[src/rtl/victim_drain.sv]
// victim_drain: background writeback engine for the fully associative victim
// cache. While the controller is idle it copies valid+dirty victim lines to
// physical memory, then has the controller rewrite the way unchanged with the
// dirty bit cleared.
//
// Ports:
//   clk, reset_n          clock, asynchronous active-low reset
//   way_valid/way_dirty   per-way status bits
//   way_tag/way_line      per-way stored tag and line (way i at slice i)
//   busy_in               controller owns the ways this cycle (honoured in IDLE)
//   flush_req             write back every dirty line, then pulse flush_done
//   drain_active          engine owns the ways (WRITE/CLEAN)
//   clean_way             one-hot way rewrite with dirty=0
//   pmem_write/address/wdata, pmem_resp   physical memory write port
//   flush_done            one-cycle pulse at flush completion
//   wb_count              saturating count of completed writebacks

// Per-way slice: candidate detect and clean strobe decode.
module victim_drain_way #(
  parameter int WAY_IDX = 0,
  parameter int IDX_W   = 2
) (
  input  logic             valid,
  input  logic             dirty,
  input  logic [IDX_W-1:0] sel_idx,
  input  logic             in_clean,
  output logic             cand,
  output logic             clean
);
  assign cand  = valid & dirty;
  assign clean = in_clean & (sel_idx == IDX_W'(WAY_IDX));
endmodule

module victim_drain #(
  parameter int NUM_WAYS     = 4,
  parameter int TAG_WIDTH    = 12,
  parameter int LINE_WIDTH   = 128,
  parameter int DRAIN_THRESH = 1
) (
  input  logic                           clk,
  input  logic                           reset_n,
  input  logic [NUM_WAYS-1:0]            way_valid,
  input  logic [NUM_WAYS-1:0]            way_dirty,
  input  logic [NUM_WAYS*TAG_WIDTH-1:0]  way_tag,
  input  logic [NUM_WAYS*LINE_WIDTH-1:0] way_line,
  input  logic                           busy_in,
  input  logic                           flush_req,
  output logic                           drain_active,
  output logic [NUM_WAYS-1:0]            clean_way,
  output logic                           pmem_write,
  output logic [15:0]                    pmem_address,
  output logic [LINE_WIDTH-1:0]          pmem_wdata,
  input  logic                           pmem_resp,
  output logic                           flush_done,
  output logic [15:0]                    wb_count
);
  localparam int IDX_W = (NUM_WAYS > 1) ? $clog2(NUM_WAYS) : 1;
  localparam int CNT_W = $clog2(NUM_WAYS + 1);
  localparam logic [CNT_W-1:0] THRESH = CNT_W'(DRAIN_THRESH);

  typedef enum logic [1:0] {IDLE, WRITE, CLEAN, DONE} state_t;

  // Transfer snapshot taken at the start decision; memory sees only this.
  typedef struct packed {
    logic [IDX_W-1:0]      idx;
    logic [TAG_WIDTH-1:0]  tag;
    logic [LINE_WIDTH-1:0] line;
  } snap_t;

  state_t state, state_nxt;
  snap_t  snap;
  logic   flush_pending;
  logic   start, in_clean, found;

  logic [NUM_WAYS-1:0][TAG_WIDTH-1:0]  tags;
  logic [NUM_WAYS-1:0][LINE_WIDTH-1:0] lines;
  logic [NUM_WAYS-1:0]                 cand;
  logic [IDX_W-1:0]                    sel_idx;
  logic [CNT_W-1:0]                    dcount;

  assign tags  = way_tag;
  assign lines = way_line;

  for (genvar i = 0; i < NUM_WAYS; i++) begin : g_way
    victim_drain_way #(.WAY_IDX(i), .IDX_W(IDX_W)) u_way (
      .valid    (way_valid[i]),
      .dirty    (way_dirty[i]),
      .sel_idx  (snap.idx),
      .in_clean (in_clean),
      .cand     (cand[i]),
      .clean    (clean_way[i])
    );
  end

  // Lowest-index candidate wins: scan high to low so the last hit sticks.
  always_comb begin
    sel_idx = '0;
    dcount  = '0;
    for (int i = NUM_WAYS - 1; i >= 0; i--) begin
      if (cand[i]) sel_idx = IDX_W'(i);
    end
    for (int i = 0; i < NUM_WAYS; i++) begin
      dcount = dcount + CNT_W'(cand[i]);
    end
  end

  assign found = |cand;

  always_comb begin
    state_nxt    = state;
    start        = 1'b0;
    in_clean     = 1'b0;
    pmem_write   = 1'b0;
    drain_active = 1'b0;
    flush_done   = 1'b0;
    case (state)
      IDLE: begin
        if (!busy_in) begin
          if (found && (dcount >= THRESH || flush_pending)) begin
            start     = 1'b1;
            state_nxt = WRITE;
          end else if (flush_pending && !found) begin
            state_nxt = DONE;
          end
        end
      end
      WRITE: begin
        pmem_write   = 1'b1;
        drain_active = 1'b1;
        if (pmem_resp) state_nxt = CLEAN;
      end
      CLEAN: begin
        in_clean     = 1'b1;
        drain_active = 1'b1;
        state_nxt    = IDLE;
      end
      DONE: begin
        flush_done = 1'b1;
        state_nxt  = IDLE;
      end
      default: state_nxt = IDLE;
    endcase
  end

  always_ff @(posedge clk or negedge reset_n) begin
    if (!reset_n) begin
      state         <= IDLE;
      snap          <= '0;
      flush_pending <= 1'b0;
      wb_count      <= '0;
    end else begin
      state <= state_nxt;
      if (start) begin
        snap.idx  <= sel_idx;
        snap.tag  <= tags[sel_idx];
        snap.line <= lines[sel_idx];
      end
      // A request landing in DONE re-arms; it is not swallowed by the clear.
      flush_pending <= flush_req | (flush_pending & (state != DONE));
      if (in_clean && wb_count != 16'hFFFF) wb_count <= wb_count + 16'd1;
    end
  end

  assign pmem_address = 16'({snap.tag, 4'h0});
  assign pmem_wdata   = snap.line;

endmodule

[config.mk]
export PLATFORM = sky130hd
export DESIGN_NAME = victim_drain
export DESIGN_NICKNAME = d
export VERILOG_FILES = /design/src/rtl/victim_drain.sv
export SDC_FILE = /design/constraint.sdc
export NUM_CORES = 1
export LEC_CHECK = 0
export ABC_AREA = 1
export CAP_MARGIN = 10
export CORE_AREA = 10 10 278 280
export DETAILED_ROUTE_END_ITERATION = 12
export DIE_AREA = 0 0 288 290
export GPL_TIMING_DRIVEN = 0
export PLACE_DENSITY = 0.53
export SYNTH_ARGS = -nofsm -noshare
export SYNTH_HDL_FRONTEND = slang
export SYNTH_HIERARCHICAL = 1
export SYNTH_SLANG_ARGS = --single-unit
export TNS_END_PERCENT = 1
[constraint.sdc]
create_clock -name clk -period 1.9 [get_ports clk]
set_input_delay 0.57 -clock clk [delete_from_list [all_inputs] [get_ports clk]]
set_output_delay 0.57 -clock clk [all_outputs]
set_load 0.01 [all_outputs]
==> results_dict.tcl, run 1 <==
set metrics [dict create \
    grt_usage_pct 19.0 \
    synth.ff_latch_count 161 \
    worstMarginPinSlew_ns 0.712 \
    grt_pass1_wl_um 117000 \
    netlist_top_cells_area "dfrtp_1 (28%), nand2_1 (27%), inv_1 (15%), nand3_1 (10%), buf_4 (8.0%)" \
    portBuffers 735 \
    io_pins 740 \
    outcome "complete, but fails checks" \
    multi_input_area_um2 6840 \
    numCtsBuffers 17 \
    r2r_cells 9 \
    max_stage_delay_ns 0.42 \
    synth_common_cells "nand2_1 (1055), inv_1 (591), nand3_1 (300), dfrtp_1 (161), buf_4 (156)" \
    synth_area_um2 14600 \
    place_area_um2 23400 \
    dieArea_um2 83500 \
    finClkSkew_ns 0.0131 \
    violations "setup timing" \
    cp.arrival_ns 2.85 \
    vias 17833 \
    crit_buf_inv 12 \
    h-tree-depth 4 \
    drt_pass1_iterations 5 \
    cts_tree "yes" \
    clkLatencyLatePin_ns 0.49 \
    fp.coreArea_um2 71400 \
    drive_gt1_share_pct 16.2 \
    p_leak_nw 14.0 \
    grt_pass1_vias 17707 \
    synthFlopType "dfrtp_1" \
    fillers 8168 \
    yosys.area.top_type "dfrtp_1" \
    drtAntennaViolNets 0 \
    drc 0 \
    path_cells "buf_6 -> nand2_4 -> inv_4 -> inv_8 -> clkbuf_16 -> fa_1 -> inv_1 -> ha_2 -> inv_2 -> ha_4 -> inv_2 -> nand3_2 -> nand2_2 -> nand4_1 -> buf_6 -> inv_8 -> buf_12 -> buf_12 -> buf_8 -> nand2_2 -> nand2_1" \
    drv_cap 0 \
    die_x_um 288 \
    endpoint_kind "flip-flop" \
    synth_edf_count 0 \
    rsz0062_at_grt "yes" \
    gp_congestion 0.901 \
    yosysMostFrequentCell "nand2_1" \
    ys_warn_count 6 \
    fin_ws_ns -0.580 \
    post-route-period-util_pct 131 \
    dpl.cell_count 4293 \
    ys_seq_area_share_pct 27.5 \
    finalHoldViolations 0 \
    cts_root_buf "clkbuf_16" \
    vdd_drop_max_uv 467 \
    layout_min_cycle_time_ns 2.48 \
    cts_sinks 161 \
    r2r-end "wb_count[11]" \
    cpMaxStageDelayCell "fa_1" \
    post-synth-top-area-fraction_pct 27.5 \
    crit_family "buffers and inverters" \
    finalSetupViolations 150 \
    criticalPathCategory "input port to flip-flop" \
    dr.first_iter.drc_count 789 \
    max_freq_mhz 403 \
    design_area_um2 24400 \
    reg2reg_slack_ns 0.16 \
    stdcell_count 4354 \
    overflow 0 \
    startpoint_type "input port" \
    synthDistinctLibCells 26 \
    required_ns 2.27 \
    syn_inst 2603 \
    die_h_um 290 \
    wl_um 82400 \
    power_density_nw_per_um2 918 \
    syn_to_final_growth_pct 66.4 \
    reg2reg_from "wb_count[0]" \
    seq_area_um2 4040 \
    wl_per_cell_um 18.9 \
    final_max_slew_viol_count 0 \
    path_max_fanout 6 \
    initial_core_util_pct 20.5 \
    cts.path.max_buffers 2 \
    hold_path_class "input port to async pin" \
    synth.avg_cell_area_um2 5.62 \
    antenna_found_initial 17 \
    relSlewSlack_pct 52.6 \
    viasPerCell 4.10 \
    dp_hpwl_um 66900 \
    fp-row-count 98 \
    grt_max_degree 91 \
    synthArstFlopShare_pct 100 \
    fin_nets 3964 \
    cts.clk_slew.worst_paths_ns 0.07 \
]
-- per-layer routing --
metal	GRT usage, %	wire length [µm]
met1	20.6	32000
met2	33.1	40500
met3	6.72	7220
met4	7.19	2600
met5	0	78
-- power breakdown --
part | internal (mW) | switching [mW]
sequential | 4.90 | 0.965
combinational | 6.59 | 6.20
clock | 2.05 | 1.66
-- metrics by stage --
step / power, mW / hold WS [ns] / utilization (%) / setup WS (ns) / TNS, ns
final: 22.4 / 0.0215 / 34.1 / -0.580 / -75.07
after global routing: 24.0 / 0.0627 / 34.1 / -0.658 / -86.94
after CTS: 22.6 / 0.0256 / 33.9 / -0.642 / -73.34
after detailed placement: 18.6 / 0.466 / 32.8 / -2.10 / -267.86
after global placement: 18.6 / 0.462 / 32.7 / -7.48 / -1456.94
after floorplan: 12.0 / 0.274 / - / -0.801 / -112.07
-- cell usage in the layout (no fill, tap or decap), drive strengths merged, types with 4 or more instances in the layout --
master,instances
xor2,7
ha,10
o21ai,13
clkdlybuf4s15,5
conb,4
dlygate4sd2,13
inv,597
clkinv,4
dfrtp,161
a21oi,141
clkdlybuf4s50,565
nand4,5
nand3,300
clkbuf,56
buf,423
nand2,1056
diode,11
nor2,25
-- cell type report --
cell class                      count  area share, %
Inverter                          594           9.23
Clock buffer                       22           1.95
Multi-Input combinational cell   1566           28.1
Timing Repair Buffer              756           30.0
Sequential cell                   161           16.6
Clock inverter                     10          0.514
Buffer                            284           8.65
Tap cell                          950           4.88
Antenna cell                       11          0.113
-- worst register-to-register path, cell delays in order, from the launching register on --
cell and delay (ns):
dfrtp_2 0.43, ha_2 0.27, nand3_2 0.13, inv_1 0.08, nand3_1 0.13, nand2_4 0.14
nand2_1 0.09, buf_2 0.21, nand2_1 0.08, o21ai_1 0.06
-- sequential cells by signal, summed over array words and instances, names as in the netlist --
signal         cells
pmem_wdata       128
wb_count          16
pmem_address      12
snap               2
state              2
flush_pending      1
-- cell families after synthesis --
family          Yosys count  share of synthesized area [%]
simple gates           1387                           38.3
compound gates          156                           5.39
flops                   161                           27.5
xor+xnor                  8                          0.479
fa+ha+maj                11                          0.991
other cells               1                         0.0256
buf+inv                 879                           27.3
-- worst max-delay path by stage --
stage                 startpoint              end  slack (ns)  cells past startpoint
floorplan           way_valid[0]   pmem_wdata[10]       -0.80                     19
global placement         reset_n  pmem_address[4]       -7.48                      1
detailed placement  way_valid[0]   pmem_wdata[37]       -2.10                     18
CTS                 way_dirty[0]   pmem_wdata[79]       -0.64                     22
global route        way_dirty[0]   pmem_wdata[80]       -0.66                     21
finish              way_dirty[0]   pmem_wdata[79]       -0.58                     21
-- repair_timing --
item	CTS	global route
resized for setup	331	65
cloned	4	0
endpoints found under the setup margin	321	167
pin swaps	9	7
hold buffers	0	0
setup buffers	16	1
Power figures use the tool's default switching activity.
==> run 2: changes to the inputs <==
--- a/config.mk
+++ b/config.mk
@@ -16,4 +16,4 @@
 export SYNTH_HDL_FRONTEND = slang
 export SYNTH_HIERARCHICAL = 1
 export SYNTH_SLANG_ARGS = --single-unit
-export TNS_END_PERCENT = 1
+export TNS_END_PERCENT = 20
==> results_dict.tcl, run 2 (same netlist as run 1, synthesis figures left out) <==
set metrics [dict create \
    grt_pass1_wl_um 117000 \
    crit_buf_inv 12 \
    fillers 8136 \
    worstMarginPinSlew_ns 0.706 \
    post-route-period-util_pct 131 \
    viasPerCell 4.11 \
    largest_reg_flops 128 \
    path_cells "buf_6 -> nand2_4 -> inv_4 -> inv_8 -> clkbuf_16 -> fa_1 -> inv_1 -> ha_2 -> inv_2 -> ha_4 -> inv_2 -> nand3_2 -> nand2_2 -> nand4_1 -> buf_6 -> inv_8 -> buf_12 -> buf_12 -> buf_16 -> nand2_4 -> nand2_2" \
    grt_max_degree 91 \
    fp.coreArea_um2 71400 \
    fin_nets 3968 \
    cts_root_buf "clkbuf_16" \
    startpoint_type "input port" \
    portBuffers 735 \
    clock_power_share_pct 16.5 \
    clkLatencyLatePin_ns 0.49 \
    fp-row-count 98 \
    max_stage_delay_ns 0.47 \
    power_density_nw_per_um2 918 \
    cts.clk_slew.worst_paths_ns 0.07 \
    hold_path_class "input port to async pin" \
    vdd_drop_max_uv 464 \
    gp_congestion 0.901 \
    dpl.cell_count 4293 \
    finalHoldViolations 0 \
    path_max_fanout 7 \
    grt_usage_pct 19.0 \
    violations "setup timing" \
    drv_cap 0 \
    drt_pass1_iterations 5 \
    relSlewSlack_pct 52.9 \
    drive_gt1_share_pct 16.7 \
    stdcell_count 4356 \
    wl_per_cell_um 19.0 \
    cp.arrival_ns 2.91 \
    dr.first_iter.drc_count 835 \
    sw_frac_of_total_pct 39.5 \
    power.net_switching_mw 8.91 \
    cts_tree "yes" \
    final_common_cell "nand2_1" \
    dp_hpwl_um 66900 \
    internal_power_mw 13.6 \
    die_x_um 288 \
    wl_um 82600 \
    finalSetupViolations 150 \
    max_freq_mhz 403 \
    io_pins 740 \
    seq_power_share_pct 25.9 \
    layout_common_cells "nand2_1 (988), inv_1 (582), clkdlybuf4s50_1 (565), buf_4 (311), nand3_1 (298)" \
    whs_ns 0.0295 \
    hold_buffers 0 \
    fin_ws_ns -0.584 \
    endpoint_kind "flip-flop" \
    crit_family "buffers and inverters" \
    finClkSkew_ns 0.0117 \
    outcome "complete, but fails checks" \
    die_h_um 290 \
    dieArea_um2 83500 \
    p_leak_nw 14.2 \
    antenna_found_initial 17 \
    h-tree-depth 4 \
    criticalPathCategory "input port to flip-flop" \
    total_power_mw 22.5 \
    overflow 0 \
    vias 17899 \
    required_ns 2.32 \
    rsz0062_at_grt "yes" \
    initial_core_util_pct 20.5 \
    grt_pass1_vias 17707 \
    drtAntennaViolNets 0 \
    cpMaxStageDelayCell "fa_1" \
    syn_to_final_growth_pct 67.7 \
    cts.path.max_buffers 2 \
    final_max_slew_viol_count 0 \
    p_comb_share_pct 57.6 \
    drc 0 \
    layout_min_cycle_time_ns 2.48 \
    numCtsBuffers 17 \
    cts_sinks 161 \
]
[run 2: cell types whose count changed in the layout (fill, tap and decap cells not counted), moves of 2 or more]
cell,delta
buf_12,-3
buf_8,+3
clkbuf_16,+3
diode_2,-2
nand2_1,-13
nand2_2,-2
nand2_4,+15
[run 2: repair_timing]
item,in CTS,in global routing
setup buffers,16,4
resized for setup,333,97
hold endpoints to repair,0,0
pin swaps,10,19
gates cloned,5,3
endpoints found under the setup margin,321,167
[run 2: power by group through the flow]
stage               Combinational, mW  Clock (mW)  Sequential, mW
finish                           13.0        3.71            5.85
global route                     14.2        3.92            6.04
CTS                              12.9        3.85            5.83
detailed placement               12.8           0            5.85
global placement                 12.7           0            5.86
floorplan                        6.44           0            5.60
[run 2: layer usage]
| layer | vias up | wire (µm) | GRT usage, % |
|---|---|---|---|
| met4 | 12 | 2640 | 7.19 |
| met2 | 605 | 40700 | 33.1 |
| met5 | - | 92 | 0 |
| met3 | 110 | 7270 | 6.74 |
| met1 | 8138 | 31900 | 20.7 |
| li1 | 9034 | - | - |
[run 2: final cells by class]
cell class	instances	area, µm²	share of cell area (%)
Clock inverter	10	125	0.509
Buffer	283	2100	8.54
Multi-Input combinational cell	1566	6950	28.3
Sequential cell	161	4040	16.4
Inverter	594	2250	9.16
Antenna cell	9	22.5	0.0917
Tap cell	950	1190	4.84
Clock buffer	22	474	1.93
Timing Repair Buffer	761	7410	30.2
[run 2: metrics by stage]
stage	setup slack, ns	instance area, µm²	setup TNS, ns	utilization, %
final	-0.584	24600	-74.65	34.4
after global routing	-0.662	24600	-86.78	34.4
after floorplan	-0.801	14800	-112.07	-
after detailed placement	-2.10	23400	-267.86	32.8
after CTS	-0.642	24300	-73.86	34.0
after global placement	-7.48	23300	-1456.94	32.7
[run 2: worst paths after layout]
kind,to,slack (ns),from,cells past startpoint
worst min-delay path,pmem_wdata[63],0.03,reset_n,1
worst max-delay path,pmem_wdata[82],-0.58,way_dirty[0],21
min in group clk,pmem_wdata[3],0.48,pmem_wdata[3],2
worst min register to register,pmem_wdata[3],0.48,pmem_wdata[3],2
max in group asynchronous,state[0],0.87,reset_n,2
worst max register to register,wb_count[11],0.16,wb_count[0],9
==> run 3: changes to the inputs <==
--- a/config.mk
+++ b/config.mk
@@ -16,4 +16,4 @@
 export SYNTH_HDL_FRONTEND = slang
 export SYNTH_HIERARCHICAL = 1
 export SYNTH_SLANG_ARGS = --single-unit
-export TNS_END_PERCENT = 20
+export TNS_END_PERCENT = 5
==> results_dict.tcl, run 3 (same netlist as run 1, synthesis figures left out) <==
set metrics [dict create \
    outcome "complete, but fails checks" \
    violations "setup timing" \
    drv_cap 0 \
    final_max_slew_viol_count 0 \
    drtAntennaViolNets 0 \
    io_pins 740 \
    fp.coreArea_um2 71400 \
    post-route-util_pct 34.2 \
    grt_usage_pct 19.0 \
    whs_ns 0.0268 \
    post-route-period-util_pct 131 \
    grt_max_degree 91 \
    endpoint_kind "flip-flop" \
    p_leak_nw 14.1 \
    antenna_found_initial 17 \
    final_common_cell "nand2_1" \
    cts.clk_slew.worst_paths_ns 0.07 \
    wl_per_cell_um 18.9 \
    layout_min_cycle_time_ns 2.49 \
    r2r-end "wb_count[11]" \
    rsz0062_at_grt "yes" \
    drive_gt1_share_pct 16.2 \
    relSlewSlack_pct 53.2 \
    gp_congestion 0.901 \
    finClkSkew_ns 0.0125 \
    initial_core_util_pct 20.5 \
    power.net_switching_mw 8.84 \
    reg2reg_from "wb_count[0]" \
    cts_sinks 161 \
    seq_area_um2 4040 \
    stdcell_count 4356 \
    dr.first_iter.drc_count 843 \
    sw_frac_of_total_pct 39.4 \
    startpoint_type "input port" \
    crit_buf_inv 12 \
    seq_power_share_pct 26.1 \
    clkLatencyLatePin_ns 0.49 \
    post-place-ws_ns -2.10 \
    overflow 0 \
    finalHoldViolations 0 \
    path_max_fanout 6 \
    layout_common_cells "nand2_1 (1003), inv_1 (582), clkdlybuf4s50_1 (565), buf_4 (312), nand3_1 (298)" \
    h-tree-depth 4 \
    viasPerCell 4.10 \
    die_h_um 290 \
    max_stage_delay_ns 0.47 \
    hold_path_class "input port to async pin" \
    dp_hpwl_um 66900 \
    criticalPathCategory "input port to flip-flop" \
    fp-row-count 98 \
    drt_pass1_iterations 5 \
    largest_reg_flops 128 \
    dpl.cell_count 4293 \
    grt_pass1_vias 17705 \
    path_cells "buf_6 -> nand2_4 -> inv_4 -> inv_8 -> clkbuf_16 -> fa_1 -> inv_1 -> ha_2 -> inv_2 -> ha_4 -> inv_2 -> nand3_2 -> nand2_2 -> nand4_1 -> buf_6 -> inv_8 -> buf_12 -> buf_12 -> buf_8 -> nand2_1 -> nand2_1" \
    syn_to_final_growth_pct 66.9 \
    internal_power_mw 13.6 \
    drc 0 \
    grt_pass1_wl_um 117000 \
    p_comb_share_pct 57.4 \
    fin_nets 3967 \
    max_freq_mhz 402 \
    cts_tree "yes" \
    crit_family "buffers and inverters" \
    numCtsBuffers 17 \
    total_power_mw 22.4 \
    cts_root_buf "clkbuf_16" \
    r2r_cells 9 \
    multi_input_area_um2 6860 \
    vias 17859 \
    fin_ws_ns -0.590 \
    cp.arrival_ns 2.91 \
    cpMaxStageDelayCell "fa_1" \
    wl_um 82500 \
    finalSetupViolations 150 \
    worstMarginPinSlew_ns 0.702 \
    required_ns 2.32 \
    vdd_drop_max_uv 463 \
    cts.path.max_buffers 2 \
    fillers 8162 \
    power_density_nw_per_um2 919 \
    reg2reg_slack_ns 0.16 \
    clock_power_share_pct 16.5 \
    portBuffers 735 \
    dieArea_um2 83500 \
    hold_buffers 0 \
    die_x_um 288 \
    crit_path_start "way_dirty[0]" \
]
-- run 3: how the worst max path moves through the flow --
stage | slack, ns | endpoint | cells after the start
3_5_place_dp | -2.10 | pmem_wdata[37] | 18
5_1_grt | -0.66 | pmem_wdata[79] | 21
3_3_place_gp | -7.48 | pmem_address[4] | 1
4_1_cts | -0.64 | pmem_wdata[79] | 22
6_report | -0.59 | pmem_wdata[74] | 21
2_1_floorplan | -0.80 | pmem_wdata[10] | 19
-- run 3: final cells by class --
class,instances,share of cell area [%]
repair buffers,760,30.2
multi-input cells,1566,28.1
flip-flops and latches,161,16.5
inverters,594,9.21
plain buffers,283,8.54
well taps,950,4.87
clock buffers,22,1.94
clock inverters,10,0.512
diodes,10,0.102
-- run 3: what timing repair did --
item	in CTS	in global routing
endpoints found under the setup margin	321	167
resized for setup	329	71
pin swaps	9	8
setup buffers	16	4
gates cloned	5	0
-- run 3: power by group through the flow --
| stage | Clock (mW) | Sequential, mW | Combinational, mW |
|---|---|---|---|
| after global routing | 3.92 | 6.06 | 14.1 |
| after global placement | 0 | 5.86 | 12.7 |
| final | 3.70 | 5.86 | 12.9 |
| after floorplan | 0 | 5.60 | 6.44 |
| after detailed placement | 0 | 5.85 | 12.8 |
| after CTS | 3.85 | 5.83 | 12.9 |
-- run 3: layer usage --
metal | track usage [%] | part of all wire [%] | up-vias
met5 | 0 | 0.11 | -
met1 | 20.7 | 39 | 8101
met4 | 7.19 | 3.2 | 12
met2 | 33.1 | 49 | 608
li1 | - | - | 9032
met3 | 6.74 | 8.9 | 106
-- run 3: metrics by stage --
| step | area [µm²] | TNS (ns) |
|---|---|---|
| 2_1_floorplan | 14800 | -112.07 |
| 3_3_place_gp | 23300 | -1456.94 |
| 3_5_place_dp | 23400 | -267.86 |
| 4_1_cts | 24200 | -73.79 |
| 5_1_grt | 24400 | -87.38 |
| 6_report | 24400 | -76.23 |
